**src/rtl/register_file_sb_pkg.sv**
```systemverilog
// Shared parameters and the pending-bit update rule for register_file_sb.
// Optional bypass feature is selected with the REGFILE_BYPASS_EN macro.
package regfile_pkg;

  localparam int DATA_W_DEF = 32;
  localparam int ADDR_W_DEF = 5;
  localparam int NUM_RD_DEF = 2;

  localparam int ZERO_REG = 0;

  // Priority is flush, then set, then clear; set wins so the newer producer stays outstanding.
  function automatic logic next_pending(input logic cur,
                                        input logic set,
                                        input logic clr,
                                        input logic flush_all);
    if (flush_all) return 1'b0;
    if (set)       return 1'b1;
    if (clr)       return 1'b0;
    return cur;
  endfunction

endpackage

```
**src/rtl/register_file_sb_if.sv**
```systemverilog
// Decode/write-back bus of register_file_sb: read ports, write-back, issue marking, scoreboard.
// The master side drives addresses and strobes; the slave side is the register file.
interface register_file_sb_if
  import regfile_pkg::*;
#(
  parameter int DATA_W = DATA_W_DEF,
  parameter int ADDR_W = ADDR_W_DEF,
  parameter int NUM_RD = NUM_RD_DEF
) ();

  logic [NUM_RD*ADDR_W-1:0] rd_addr;
  logic [NUM_RD*DATA_W-1:0] rd_data;
  logic [NUM_RD-1:0]        rd_busy;

  logic                     wr_en;
  logic [ADDR_W-1:0]        wr_addr;
  logic [DATA_W-1:0]        wr_data;

  logic                     issue_en;
  logic [ADDR_W-1:0]        issue_addr;
  logic                     flush;

  logic [(2**ADDR_W)-1:0]   pending;

  modport master (
    output rd_addr, wr_en, wr_addr, wr_data, issue_en, issue_addr, flush,
    input  rd_data, rd_busy, pending
  );

  modport slave (
    input  rd_addr, wr_en, wr_addr, wr_data, issue_en, issue_addr, flush,
    output rd_data, rd_busy, pending
  );

endinterface

```
**src/rtl/register_file_sb_scoreboard.sv**
```systemverilog
// reg_scoreboard: one pending flop per register, set on issue, cleared on write-back,
// all cleared by flush. Register 0 never becomes pending.
module reg_scoreboard
  import regfile_pkg::*;
#(
  parameter int ADDR_W = ADDR_W_DEF
) (
  input  logic                   clk,
  input  logic                   rst_n,
  input  logic                   issue_en,
  input  logic [ADDR_W-1:0]      issue_addr,
  input  logic                   wr_en,
  input  logic [ADDR_W-1:0]      wr_addr,
  input  logic                   flush,
  output logic [(2**ADDR_W)-1:0] pending
);

  localparam int DEPTH = 2**ADDR_W;
  localparam logic [ADDR_W-1:0] ZERO_A = ADDR_W'(ZERO_REG);

  logic [DEPTH-1:0] set_vec;
  logic [DEPTH-1:0] clr_vec;
  logic [DEPTH-1:0] pending_nxt;

  always_comb begin
    set_vec     = '0;
    clr_vec     = '0;
    pending_nxt = '0;
    if (issue_en && (issue_addr != ZERO_A)) set_vec[issue_addr] = 1'b1;
    if (wr_en) clr_vec[wr_addr] = 1'b1;
    for (int r = 1; r < DEPTH; r++) begin
      pending_nxt[r] = next_pending(pending[r], set_vec[r], clr_vec[r], flush);
    end
  end

  always_ff @(posedge clk or negedge rst_n) begin
    if (!rst_n) pending <= '0;
    else        pending <= pending_nxt;
  end

endmodule

```
**src/rtl/register_file_sb.sv**
```systemverilog
// register_file_sb: clocked-write register file with combinational read ports and a
// write-pending scoreboard. Define REGFILE_BYPASS_EN to forward write-back data to reads.
module register_file_sb
  import regfile_pkg::*;
#(
  parameter int DATA_W = DATA_W_DEF,
  parameter int ADDR_W = ADDR_W_DEF,
  parameter int NUM_RD = NUM_RD_DEF
) (
  input logic              clk,
  input logic              rst_n,
  register_file_sb_if.slave bus
);

  localparam int DEPTH = 2**ADDR_W;
  localparam logic [ADDR_W-1:0] ZERO_A = ADDR_W'(ZERO_REG);

  logic [DATA_W-1:0] mem [DEPTH];
  logic [DEPTH-1:0]  pending_vec;
  logic              wr_valid;

  assign wr_valid = bus.wr_en && (bus.wr_addr != ZERO_A);

  always_ff @(posedge clk or negedge rst_n) begin
    if (!rst_n) begin
      for (int i = 0; i < DEPTH; i++) mem[i] <= '0;
    end else if (wr_valid) begin
      mem[bus.wr_addr] <= bus.wr_data;
    end
  end

  reg_scoreboard #(.ADDR_W(ADDR_W)) u_scoreboard (
    .clk        (clk),
    .rst_n      (rst_n),
    .issue_en   (bus.issue_en),
    .issue_addr (bus.issue_addr),
    .wr_en      (bus.wr_en),
    .wr_addr    (bus.wr_addr),
    .flush      (bus.flush),
    .pending    (pending_vec)
  );

  assign bus.pending = pending_vec;

  for (genvar gi = 0; gi < NUM_RD; gi++) begin : g_rd
    logic [ADDR_W-1:0] addr;
    logic [DATA_W-1:0] stored;
    logic              nonzero;

    assign addr    = bus.rd_addr[gi*ADDR_W +: ADDR_W];
    assign nonzero = (addr != ZERO_A);
    assign stored  = nonzero ? mem[addr] : '0;

`ifdef REGFILE_BYPASS_EN
    // Forwarding is held off during reset so outputs stay zero while rst_n is low.
    logic hit;
    assign hit = rst_n && wr_valid && (bus.wr_addr == addr);
    assign bus.rd_data[gi*DATA_W +: DATA_W] = hit ? bus.wr_data : stored;
    assign bus.rd_busy[gi] = nonzero && pending_vec[addr] && !hit;
`else
    assign bus.rd_data[gi*DATA_W +: DATA_W] = stored;
    assign bus.rd_busy[gi] = nonzero && pending_vec[addr];
`endif
  end

endmodule

```
**src/flat_wrapper.sv**
```systemverilog
// flat-port wrapper written by rule: the top's interface ports become plain ports
module register_file_sb_flat import regfile_pkg::*;
#(
  parameter int DATA_W = DATA_W_DEF,
  parameter int ADDR_W = ADDR_W_DEF,
  parameter int NUM_RD = NUM_RD_DEF
)
  (clk, rst_n, bus_rd_addr, bus_wr_en, bus_wr_addr, bus_wr_data, bus_issue_en, bus_issue_addr, bus_flush, bus_rd_data, bus_rd_busy, bus_pending);
  register_file_sb_if #(.DATA_W(DATA_W), .ADDR_W(ADDR_W), .NUM_RD(NUM_RD)) bus_i ();
  input logic clk;
  input logic rst_n;
  input wire logic [$bits(bus_i.rd_addr)-1:0] bus_rd_addr;
  input wire logic [$bits(bus_i.wr_en)-1:0] bus_wr_en;
  input wire logic [$bits(bus_i.wr_addr)-1:0] bus_wr_addr;
  input wire logic [$bits(bus_i.wr_data)-1:0] bus_wr_data;
  input wire logic [$bits(bus_i.issue_en)-1:0] bus_issue_en;
  input wire logic [$bits(bus_i.issue_addr)-1:0] bus_issue_addr;
  input wire logic [$bits(bus_i.flush)-1:0] bus_flush;
  output wire logic [$bits(bus_i.rd_data)-1:0] bus_rd_data;
  output wire logic [$bits(bus_i.rd_busy)-1:0] bus_rd_busy;
  output wire logic [$bits(bus_i.pending)-1:0] bus_pending;
  assign bus_i.rd_addr = bus_rd_addr;
  assign bus_i.wr_en = bus_wr_en;
  assign bus_i.wr_addr = bus_wr_addr;
  assign bus_i.wr_data = bus_wr_data;
  assign bus_i.issue_en = bus_issue_en;
  assign bus_i.issue_addr = bus_issue_addr;
  assign bus_i.flush = bus_flush;
  assign bus_rd_data = bus_i.rd_data;
  assign bus_rd_busy = bus_i.rd_busy;
  assign bus_pending = bus_i.pending;
  register_file_sb #(.DATA_W(DATA_W), .ADDR_W(ADDR_W), .NUM_RD(NUM_RD)) u_core (.clk(clk), .rst_n(rst_n), .bus(bus_i));
endmodule
```
**config.mk**
```make
export PLATFORM = sky130hd
export DESIGN_NAME = register_file_sb_flat
export DESIGN_NICKNAME = d
export VERILOG_FILES = /design/src/rtl/register_file_sb_pkg.sv /design/src/rtl/register_file_sb_if.sv /design/src/rtl/register_file_sb_scoreboard.sv /design/src/rtl/register_file_sb.sv /design/src/flat_wrapper.sv
export SDC_FILE = /design/constraint.sdc
export NUM_CORES = 2
export LEC_CHECK = 0
export CORE_ASPECT_RATIO = 0.75
export CORE_MARGIN = 2
export CORE_UTILIZATION = 50
export CTS_BUF_LIST = sky130_fd_sc_hd__clkbuf_8
export DETAILED_ROUTE_END_ITERATION = 10
export MAX_ROUTING_LAYER = met4
export PLACE_DENSITY = 0.75
export SYNTH_ARGS = -nofsm -noshare
export SYNTH_HDL_FRONTEND = slang
export SYNTH_SLANG_ARGS = --single-unit
```
**constraint.sdc**
```tcl
create_clock -name clk -period 5 [get_ports clk]
set_clock_uncertainty 0.2 [all_clocks]
set_input_delay 0.75 -clock clk [delete_from_list [all_inputs] [get_ports clk]]
set_output_delay 0.75 -clock clk [all_outputs]
set_load 0.02 [all_outputs]
```
==> impl_metrics.toml <==
[yosys]
synth_nets = 3895
seq_area_frac_synth_pct = 47.0
ys_warn_count = 0
syn_area_per_cell_sq_um = 14.6
synth_edf_count = 0
synth-main-ff-cell = "dfrtp_1"
netlist_area_sq_um = 56200
syn_inst = 3838
ys_types = 42
ys_async_sr_fraction_pct = 100
ys_ff_latch = 1055

[sta]
fin_crit_ps = 4450
setup_viol = 0
setup_tns_ps = 0
finalHoldViolCount = 0
clock.fmax_ghz = 0.225
fin_crit_sh_pct = 88.9
rsz0062_at_grt = "false"
slew_viol_final = 0
maxSlewHeadroom_pct = 9.57
worst_slew_pin_slew_ps = 1340

[min_path]
min_path_type = "reg2reg"
min_delay_worst_endpoint = "u_core.mem[1000]"
min_path_cells = 0
hp-start = "u_core.mem[1000]"

[placement]
portBuffers = 153
dp.cells = 5159
gp_congestion = 0.881
dpl-instance-area_sq_um = 59500
dp_hpwl_um = 106000

[critical_path]
startpoint_type = "input pin"
critPathRequiredTime_ps = 4050
crit_buf_inv = 4
rr_endpoint = "u_core.u_scoreboard.pending[23]"
r2r_start = "u_core.u_scoreboard.pending[23]"
r2r_slack_ps = 3910
endpoint_kind = "primary output"
crit_path_cell_trace = "buf_8, buf_4, mux2i_1, a221oi_1, o21ai_0, a311oi_1, buf_4, buf_4"
r2r_cells = 2
critical_path.top_delay_family = "buffers and inverters"
slowest_delay_ps = 810
crit_fanout = 67
crit_path_frequent_cell = "buf_4"
worst-setup-path-type = "in2out"
worstPathArrival_ps = 3500
worst_path_max_delay_cell = "a311oi_1"

[route]
num_vias = 38400
drtPass1Iterations = 6
drt_iter0_markers = 4926
drc_errors = 0
drtAntennaViolNets = 0
wl_per_cell_um = 33.2
routed_via_density = 7.02
wirelength_um = 181000

[pwr]
p_clk_share_pct = 32.0
power_frac_comb_pct = 21.0
ir_worst_vdd_mv = 0.201
pwr_density_cell_nw_per_um2 = 384
p_sw_mw = 6.97
p_int_mw = 17.2
p_sw_share_pct = 28.8
power.leakage_nw = 27.4
p_seq_share_pct = 47.0
p_total_mw = 24.2

[clock_network]
clkTransAtPathRegs_ps = 60
cts_buffers = 167
root_buffer = "clkbuf_8"
post_cts_buffers = 0
clk-insertion-delay-late_ps = 870
ctsResizeCount = 0
h-tree-depth = 4
cts_hold_buf = 1
cts_tree = "built"
clock_sinks = 1055
clockBufferDepth = 3

[finish]
area_growth_pct = 12.1
layout.cells.non_filler = 5466
drive_gt1_share_pct = 48.6
fin_nets = 3928
final_area_sq_um = 63000

[die]
die_y_um = 294
io_pins = 155
die_w_um = 391
start_util_pct = 50.4
std_cell_rows = 106
coreArea_sq_um = 111000
dieArea_sq_um = 115000

[run_status]
status = "finished, final reports clean"

[global_routing]
antenna_found_initial = 7
grt_pass1_wl_um = 268000
grt.overflow.total = 0
grt_pass1_vias = 38500
grt_max_degree = 131
gr-usage-all-layers_pct = 32.8

[run]
max_cap_violations = 0
sequential cells by signal, summed over array words and instances, names as in the netlist:
name	flops
u_core.u_scoreboard.pending	31
u_core.mem	1024
synth_stat cells, drive strengths merged, types with 2 or more instances:
| library cell | number | share of area, % |
|---|---|---|
| nor2b | 39 | 0.43 |
| o21ai | 89 | 0.79 |
| buf | 200 | 2.0 |
| and3 | 5 | 0.056 |
| a211oi | 32 | 0.43 |
| inv | 2 | 0.013 |
| nor3b | 7 | 0.10 |
| and2 | 11 | 0.12 |
| mux4 | 460 | 18 |
| a221oi | 52 | 0.81 |
| o2111ai | 14 | 0.22 |
| nand2 | 155 | 1.0 |
| a21oi | 14 | 0.12 |
| a311oi | 33 | 0.51 |
| mux2 | 994 | 20 |
| clkbuf | 259 | 1.7 |
| a221o | 34 | 0.61 |
| nand3b | 5 | 0.067 |
| nand2b | 11 | 0.12 |
| a22oi | 84 | 1.1 |
| and3b | 8 | 0.12 |
| nand3 | 3 | 0.027 |
| nor3 | 2 | 0.018 |
| nor2 | 32 | 0.21 |
| a31oi | 33 | 0.37 |
| mux2i | 200 | 3.6 |
| dfrtp | 1055 | 47 |
power by group through the flow:
stage,combinational (mW),sequential [mW],clock [mW]
floorplan,3.79,11.0,0
global placement,4.90,11.3,0
detailed placement,5.04,11.4,0
CTS,5.06,11.3,7.79
global route,5.40,11.5,8.19
finish,5.08,11.4,7.74
how the worst max path moves through the flow:
stage / start / to / slack (ps) / depth (start not counted)
after floorplan: bus_rd_addr[6] / bus_rd_data[59] / 1540 / 8
after global placement: bus_rd_addr[5] / bus_rd_data[57] / 580 / 7
after detailed placement: bus_rd_addr[7] / bus_rd_data[58] / 630 / 7
after CTS: bus_rd_addr[7] / bus_rd_data[58] / 620 / 7
after global routing: bus_rd_addr[7] / bus_rd_data[63] / 530 / 8
final: bus_rd_addr[7] / bus_rd_data[63] / 550 / 8
layout make-up:
class	instances	area (sq um)
flip-flops and latches	1055	26400
diodes	9	22.5
fillers	8749	48400
inverters	2	12.5
well taps	1458	1820
clock inverters	89	594
multi-input cells	2322	27900
repair buffers	323	3370
clock buffers	208	2860
layer usage:
metal,track usage [%],share of wire (%),up-vias,routed length [um]
li1,-,-,14900,-
met1,45.7,40,20300,72900
met2,45.0,43,2678,78700
met3,9.55,12,489,22200
met4,13.9,4.2,0,7670
met5,-,0,-,0
metrics by stage:
stage / worst slack (ps) / hold WS (ps) / util, %
floorplan: 1540 / 241 / -
global placement: 578 / 176 / 53.4
detailed placement: 625 / 182 / 53.4
CTS: 618 / 196 / 56.5
global route: 526 / 211 / 56.5
finish: 554 / 199 / 56.5
cell usage in the layout, fill, tap and decap left out, drive strengths merged, types with 34 or more instances in the layout:
cell type	netlist	layout
dfrtp	1055	1055
mux2i	200	200
nor2b	39	39
mux4	460	460
a221o	34	34
buf	200	202
a22oi	84	84
clkdlybuf4s50	0	120
clkbuf	259	208
o21ai	89	89
mux2	994	994
inv	2	65
a221oi	52	52
nand2	155	155
logic make-up (layout without fill, tap and decap cells):
kind of cell	Yosys count	after routing	share of synthesized area, %
multiplexers	1654	1654	41.9
flip-flops	1055	1055	47.0
buffers and inverters	461	622	3.72
AO/OA/AOI/OAI	385	385	4.98
AND/OR/NAND/NOR	282	282	2.39
other	1	10	0.00667
Power figures use the tool's default switching activity.
